$ cat src/rtl/fetch_unit_pkg.sv
// Shared types and constants for the instruction fetch stage.
// Imported by the fetch FIFO and the fetch_unit top.
package fetch_unit_pkg;

  localparam int          DEF_ADDR_W   = 32;
  localparam int          DEF_INST_W   = 32;
  localparam logic [31:0] DEF_RESET_PC = 32'h0000_0000;
  localparam logic [31:0] NOP_INST     = 32'h0000_0000;

  typedef enum logic {
    FETCH = 1'b0,
    FLUSH = 1'b1
  } fetch_state_e;

endpackage

$ cat src/rtl/fetch_fifo.sv
// Synchronous FIFO with clear, occupancy count and a combinational head output.
// DEPTH need not be a power of two; the pointers wrap explicitly.
module fetch_fifo #(
  parameter int DEPTH = 4,
  parameter int WIDTH = 32
) (
  input  logic                         clk,
  input  logic                         resetn,
  input  logic                         clear_i,
  input  logic                         push_i,
  input  logic [WIDTH-1:0]             data_i,
  input  logic                         pop_i,
  output logic [WIDTH-1:0]             head_o,
  output logic [$clog2(DEPTH+1)-1:0]   count_o,
  output logic                         full_o,
  output logic                         empty_o
);

  localparam int PTR_W = (DEPTH > 1) ? $clog2(DEPTH) : 1;
  localparam int CNT_W = $clog2(DEPTH+1);

  logic [WIDTH-1:0] mem_q [DEPTH];
  logic [PTR_W-1:0] wr_ptr_q, rd_ptr_q;
  logic [CNT_W-1:0] count_q;

  function automatic logic [PTR_W-1:0] ptr_inc(input logic [PTR_W-1:0] p);
    return (int'(p) == DEPTH-1) ? '0 : p + PTR_W'(1);
  endfunction

  always_ff @(posedge clk) begin
    if (resetn || clear_i) begin
      wr_ptr_q <= '0;
      rd_ptr_q <= '0;
      count_q  <= '0;
    end else begin
      if (push_i) wr_ptr_q <= ptr_inc(wr_ptr_q);
      if (pop_i)  rd_ptr_q <= ptr_inc(rd_ptr_q);
      count_q <= count_q + CNT_W'(push_i) - CNT_W'(pop_i);
    end
  end

  // NOTE: storage has no reset; occupancy is tracked by the pointers and count,
  // so stale entries are never observable and the array maps to plain RAM/flops.
  always_ff @(posedge clk) begin
    if (push_i) mem_q[wr_ptr_q] <= data_i;
  end

  assign head_o  = mem_q[rd_ptr_q];
  assign count_o = count_q;
  assign full_o  = (count_q == CNT_W'(DEPTH));
  assign empty_o = (count_q == '0);

endmodule

$ cat src/rtl/fetch_unit.sv
// Instruction fetch stage: owns the PC, issues in-order word fetches with a credit
// limit, buffers responses and hands {inst, pc+4} to decode; redirects flush.
module fetch_unit
  import fetch_unit_pkg::*;
#(
  parameter int                ADDR_W     = DEF_ADDR_W,
  parameter int                INST_W     = DEF_INST_W,
  parameter int                FIFO_DEPTH = 4,
  parameter int                MAX_OUTST  = 2,
  parameter logic [ADDR_W-1:0] RESET_PC   = ADDR_W'(DEF_RESET_PC)
) (
  input  logic              clk,
  input  logic              resetn,
  output logic              imem_req_valid,
  input  logic              imem_req_ready,
  output logic [ADDR_W-1:0] imem_req_addr,
  input  logic              imem_rsp_valid,
  input  logic [INST_W-1:0] imem_rsp_data,
  input  logic              redirect_valid,
  input  logic [ADDR_W-1:0] redirect_pc,
  output logic              out_valid,
  input  logic              out_ready,
  output logic [INST_W-1:0] out_inst,
  output logic [ADDR_W-1:0] out_pc_plus4
);

  localparam int OUT_W = $clog2(MAX_OUTST+1);
  localparam int BUF_W = $clog2(FIFO_DEPTH+1);

  typedef struct packed {
    logic [INST_W-1:0] inst;
    logic [ADDR_W-1:0] pc_plus4;
  } buf_entry_t;

  fetch_state_e      state_q, state_d;
  logic [ADDR_W-1:0] pc_q, pc_d;
  logic [OUT_W-1:0]  drop_q, drop_d;

  logic [OUT_W-1:0]  outst, outst_nxt;
  logic [ADDR_W-1:0] tag_head;
  logic              tag_full, tag_empty;
  logic [BUF_W-1:0]  buf_count;
  logic              buf_full, buf_empty;
  buf_entry_t        buf_head, buf_in;

  logic req_hs, rsp_take, buf_push, buf_pop;

  // Credit rule: every outstanding request already owns a slot in the buffer.
  assign imem_req_valid = !resetn && (state_q == FETCH) && !tag_full &&
                          (int'(buf_count) + int'(outst) < FIFO_DEPTH);
  assign imem_req_addr  = pc_q;

  assign req_hs    = imem_req_valid && imem_req_ready;
  assign rsp_take  = !resetn && imem_rsp_valid && !tag_empty;
  assign buf_push  = rsp_take && (state_q == FETCH) && !redirect_valid && !buf_full;
  assign buf_pop   = out_valid && out_ready;
  assign outst_nxt = outst + OUT_W'(req_hs) - OUT_W'(rsp_take);

  assign buf_in.inst     = imem_rsp_data;
  assign buf_in.pc_plus4 = tag_head + ADDR_W'(4);

  // The tag queue count is the outstanding-request counter; it is never cleared
  // by a redirect so dropped responses still retire their tags in order.
  fetch_fifo #(.DEPTH(MAX_OUTST), .WIDTH(ADDR_W)) u_tag_q (
    .clk     (clk),
    .resetn  (resetn),
    .clear_i (1'b0),
    .push_i  (req_hs),
    .data_i  (pc_q),
    .pop_i   (rsp_take),
    .head_o  (tag_head),
    .count_o (outst),
    .full_o  (tag_full),
    .empty_o (tag_empty)
  );

  fetch_fifo #(.DEPTH(FIFO_DEPTH), .WIDTH($bits(buf_entry_t))) u_inst_buf (
    .clk     (clk),
    .resetn  (resetn),
    .clear_i (redirect_valid),
    .push_i  (buf_push),
    .data_i  (buf_in),
    .pop_i   (buf_pop),
    .head_o  (buf_head),
    .count_o (buf_count),
    .full_o  (buf_full),
    .empty_o (buf_empty)
  );

  // NOTE: every always_comb target gets a default first so no latch is inferred.
  always_comb begin
    state_d = state_q;
    pc_d    = pc_q;
    drop_d  = drop_q;
    if (req_hs) pc_d = pc_q + ADDR_W'(4);
    if (redirect_valid) begin
      pc_d    = redirect_pc & ~ADDR_W'(3);
      drop_d  = outst_nxt;
      state_d = (outst_nxt != '0) ? FLUSH : FETCH;
    end else if (state_q == FLUSH && rsp_take) begin
      drop_d = drop_q - OUT_W'(1);
      if (drop_q == OUT_W'(1)) state_d = FETCH;
    end
  end

  always_ff @(posedge clk) begin
    if (resetn) begin
      state_q <= FETCH;
      pc_q    <= RESET_PC;
      drop_q  <= '0;
    end else begin
      state_q <= state_d;
      pc_q    <= pc_d;
      drop_q  <= drop_d;
    end
  end

  assign out_valid    = !buf_empty;
  assign out_inst     = buf_empty ? INST_W'(NOP_INST) : buf_head.inst;
  assign out_pc_plus4 = buf_empty ? '0 : buf_head.pc_plus4;

endmodule

$ cat config.mk
export PLATFORM = sky130hd
export DESIGN_NAME = fetch_unit
export DESIGN_NICKNAME = d
export VERILOG_FILES = /design/src/rtl/fetch_unit_pkg.sv /design/src/rtl/fetch_fifo.sv /design/src/rtl/fetch_unit.sv
export SDC_FILE = /design/constraint.sdc
export NUM_CORES = 1
export LEC_CHECK = 0
export ABC_AREA = 1
export BUFFER_PORTS_ARGS = -buffer_cell sky130_fd_sc_hd__buf_4
export CAP_MARGIN = 20
export CORE_MARGIN = 4
export CORE_UTILIZATION = 30
export CTS_CLUSTER_SIZE = 25
export DETAILED_ROUTE_END_ITERATION = 10
export GPL_ROUTABILITY_DRIVEN = 0
export SKIP_CTS_REPAIR_TIMING = 1
export SYNTH_ARGS = -nofsm -noshare
export SYNTH_HDL_FRONTEND = slang
export SYNTH_SLANG_ARGS = --single-unit
$ cat constraint.sdc
create_clock -name clk -period 5.41 [get_ports clk]
set_input_delay 0 -clock clk [delete_from_list [all_inputs] [get_ports clk]]
set_output_delay 0 -clock clk [all_outputs]
set_load 0.02 [all_outputs]
==> run metrics <==
outcome=completed; Routed Antenna Nets=0; Synth top area share=slightly below 60%; die width=roughly 240 um; fraction of layout cells with a size suffix above 1=14.86%; syn_area_per_cell=a little under 10 um2; Final nets=between 1,500 and 2,000; synth warn=0; RSZ-0062 raised after global routing=false; total grt overflow=0; min cycle time layout=3.118 ns; Worst EP arrival=3.12 ns; fin crit share=57.63%; Leakage=7.540 nW; dpl cells=about 2,400; final setup TNS=0 ns; actual slew at the worst max-slew pin=1.008 ns; die height=239.2 um; fin area=0.02002 mm2; max_slew headroom=approximately 33%; Core Util, Final=a little under two fifths; # rows=84; Die Area=0.05720 mm2; vias in the first global route=approximately 11,000; FMAX=0.3208 GHz; met3 usage=under 10%; hold slack=0.1030 ns; Fillers=5,169; clk_lat worst skew=between 0.5 and 0.6 ns; type of origin of the critical path=flip-flop; Max Clock Skew=0.02838 ns; post-synthesis cell type count=40; TritonCTS clock tree=built; Fin. Hold Viols=0; worst hold path class=input port to flip-flop; Clk pin slew, worst setup/hold paths=0.06 ns; Synth top cells by count=nor2_1, edfxtp_1, nand2_1; first-pass GRT wire length=60,660 um; clk root buf=clkbuf_16; Starting Density=~30%; wirelength, routed=around 40,000 um; Worst VDD drop=0.2288 mV; dpl cell area=0.01791 mm2; area leader, netlist=edfxtp_1; Synth Area in Adders=1.140%; compound-gate portion of the synthesized area=9.530%; PwrDens=348.2 mW/mm2; simple-gate share of the synthesized area=18.69%; post-synthesis sequential area ratio=63.57%; Yosys reg bits=355; port bufs=roughly 160; CTS Sinks=about 360; initial antenna violation count=0; Worst R2R End=u_inst_buf.mem_q[0][40]; Max Cap Violations=0; Final Slew Violations=0; Seq. cell area=around 0.01 mm2; WL/cell=around 15 um; CTS Buf Count=38; Setup-failing EPs final=0; busiest grt layer=met2; XOR/XNOR Fraction of Synth Area=1.584%; diode count=0; total track usage=13.35%; area of the multi-input gates=0.005020 mm2; via count=11,770; Final Non-Filler Cells=between 2,000 and 3,000; CTS H-Tree Depth=2; Gate Count Post-Synth=1,629; Setup crit end kind=output pin; main combinational cell family by area after synthesis=simple AND/OR/NAND/NOR gates; I/O pin count=roughly 170; pin count of the biggest net entering global routing=83; top_reg_cell synth=edfxtp_1; setup ws final=2.292 ns; via-per-instance ratio=4.551; Area growth syn-to-layout=24.86%; number of DRC markers in iteration 0=754; Post-route DRC=0; CP max FO=82; DP HPWL=25,110 um; critical path type=flip-flop to output pin; Async SR Flop Fraction=0%; CP required=~5.4 ns; clk buf depth=3; FF-to-FF Start=u_inst_buf.count_o[1]; power consumption=6.969 mW; multiplexer share of the synthesized area=0%; core footprint=about 0.053 mm2; post-synth design cell area=around 0.016 mm2; Pre-Repair DR Iteration Count=5; Worst R2R Setup Slack=2.68 ns; most common cell in the netlist=nor2_1; dpl ws=2.434 ns; GR met1 Demand/Resource=17.84%; cells on worst reg2reg path=5; top post-synthesis cells by area=edfxtp_1, nor2_1, nand2_1, dfxtp_1, o21ai_0; M2 GR Usage=around 23%; Post-synth EDFFs=308; worst setup path end=out_pc_plus4[7]
power by group:
group	total, mW	internal, mW	switching (mW)
Clock	2.43	1.39	1.04
Combinational	1.21	0.393	0.819
Sequential	3.33	3.23	0.0980
kinds of logic (layout without fill, tap and decap cells):
logic type | after synthesis | count (layout)
AND/OR/NAND/NOR | 741 | 741
adder cells (fa/ha/maj) | 14 | 14
buffers and inverters | 207 | 473
flip-flops | 355 | 355
AO/OA/AOI/OAI | 282 | 282
other | 1 | 4
XOR/XNOR | 29 | 29
worst max-delay path, cell delays in order, from the launching register on:
cell and delay (ns):
dfxtp_4 0.51, inv_2 0.59, buf_4 0.72, o21ai_0 0.19, a21oi_1 0.30, buf_4 0.20
worst min path at each step:
stage                 startpoint                 endpoint  slack (ns)  cells after the start
3_3_place_gp   imem_rsp_data[10]  u_inst_buf.mem_q[1][42]        0.20                      1
2_1_floorplan   imem_rsp_data[0]  u_inst_buf.mem_q[0][32]         0.1                      0
6_report          imem_req_ready         u_tag_q.wr_ptr_q        0.10                      4
5_1_grt           imem_req_ready         u_tag_q.wr_ptr_q        0.14                      4
4_1_cts        imem_rsp_data[10]  u_inst_buf.mem_q[2][42]       -0.37                      1
3_5_place_dp   imem_rsp_data[17]  u_inst_buf.mem_q[3][49]        0.20                      1
layer usage:
metal	vias to the layer above	share of wire, %
li1	5929	-
met1	5457	45
met2	319	48
met3	63	5.4
met4	0	1.8
met5	-	0
flip-flops by register name (all words and copies together), names as in the netlist, 2 cells and up, named ones only:
name	count
u_inst_buf.mem_q	248
u_tag_q.count_o	2
u_inst_buf.count_o	3
drop_q	2
u_inst_buf.rd_ptr_q	2
imem_req_addr	30
u_tag_q.mem_q	60
u_inst_buf.wr_ptr_q	2
cells in the final DEF (no fill, tap or decap), types with 6 or more instances in the layout:
cell type,netlist,final
o21ai_2,11,11
clkinv_1,1,9
inv_2,6,6
nand3_1,62,62
nand2_1,262,262
nand4_1,12,12
nor2_4,4,10
xor2_1,26,26
dfxtp_1,47,44
buf_4,4,176
nor2_2,14,14
inv_1,129,129
nor2_1,376,370
o21ai_0,152,152
o21ai_1,10,10
clkbuf_16,0,40
clkbuf_1,38,8
ha_1,13,13
dlygate4sd3_1,0,95
a21oi_1,87,87
edfxtp_1,308,308
final cells by class:
| type | instances | area share [%] |
|---|---|---|
| Tap cell | 688 | 4.301 |
| Timing Repair Buffer | 271 | 11.35 |
| Sequential cell | 355 | 50.94 |
| Clock buffer | 51 | 5.357 |
| Clock inverter | 15 | 0.4188 |
| Multi-Input combinational cell | 1070 | 25.08 |
| Inverter | 136 | 2.550 |
Note: power is estimated with default switching activity, not from simulation.
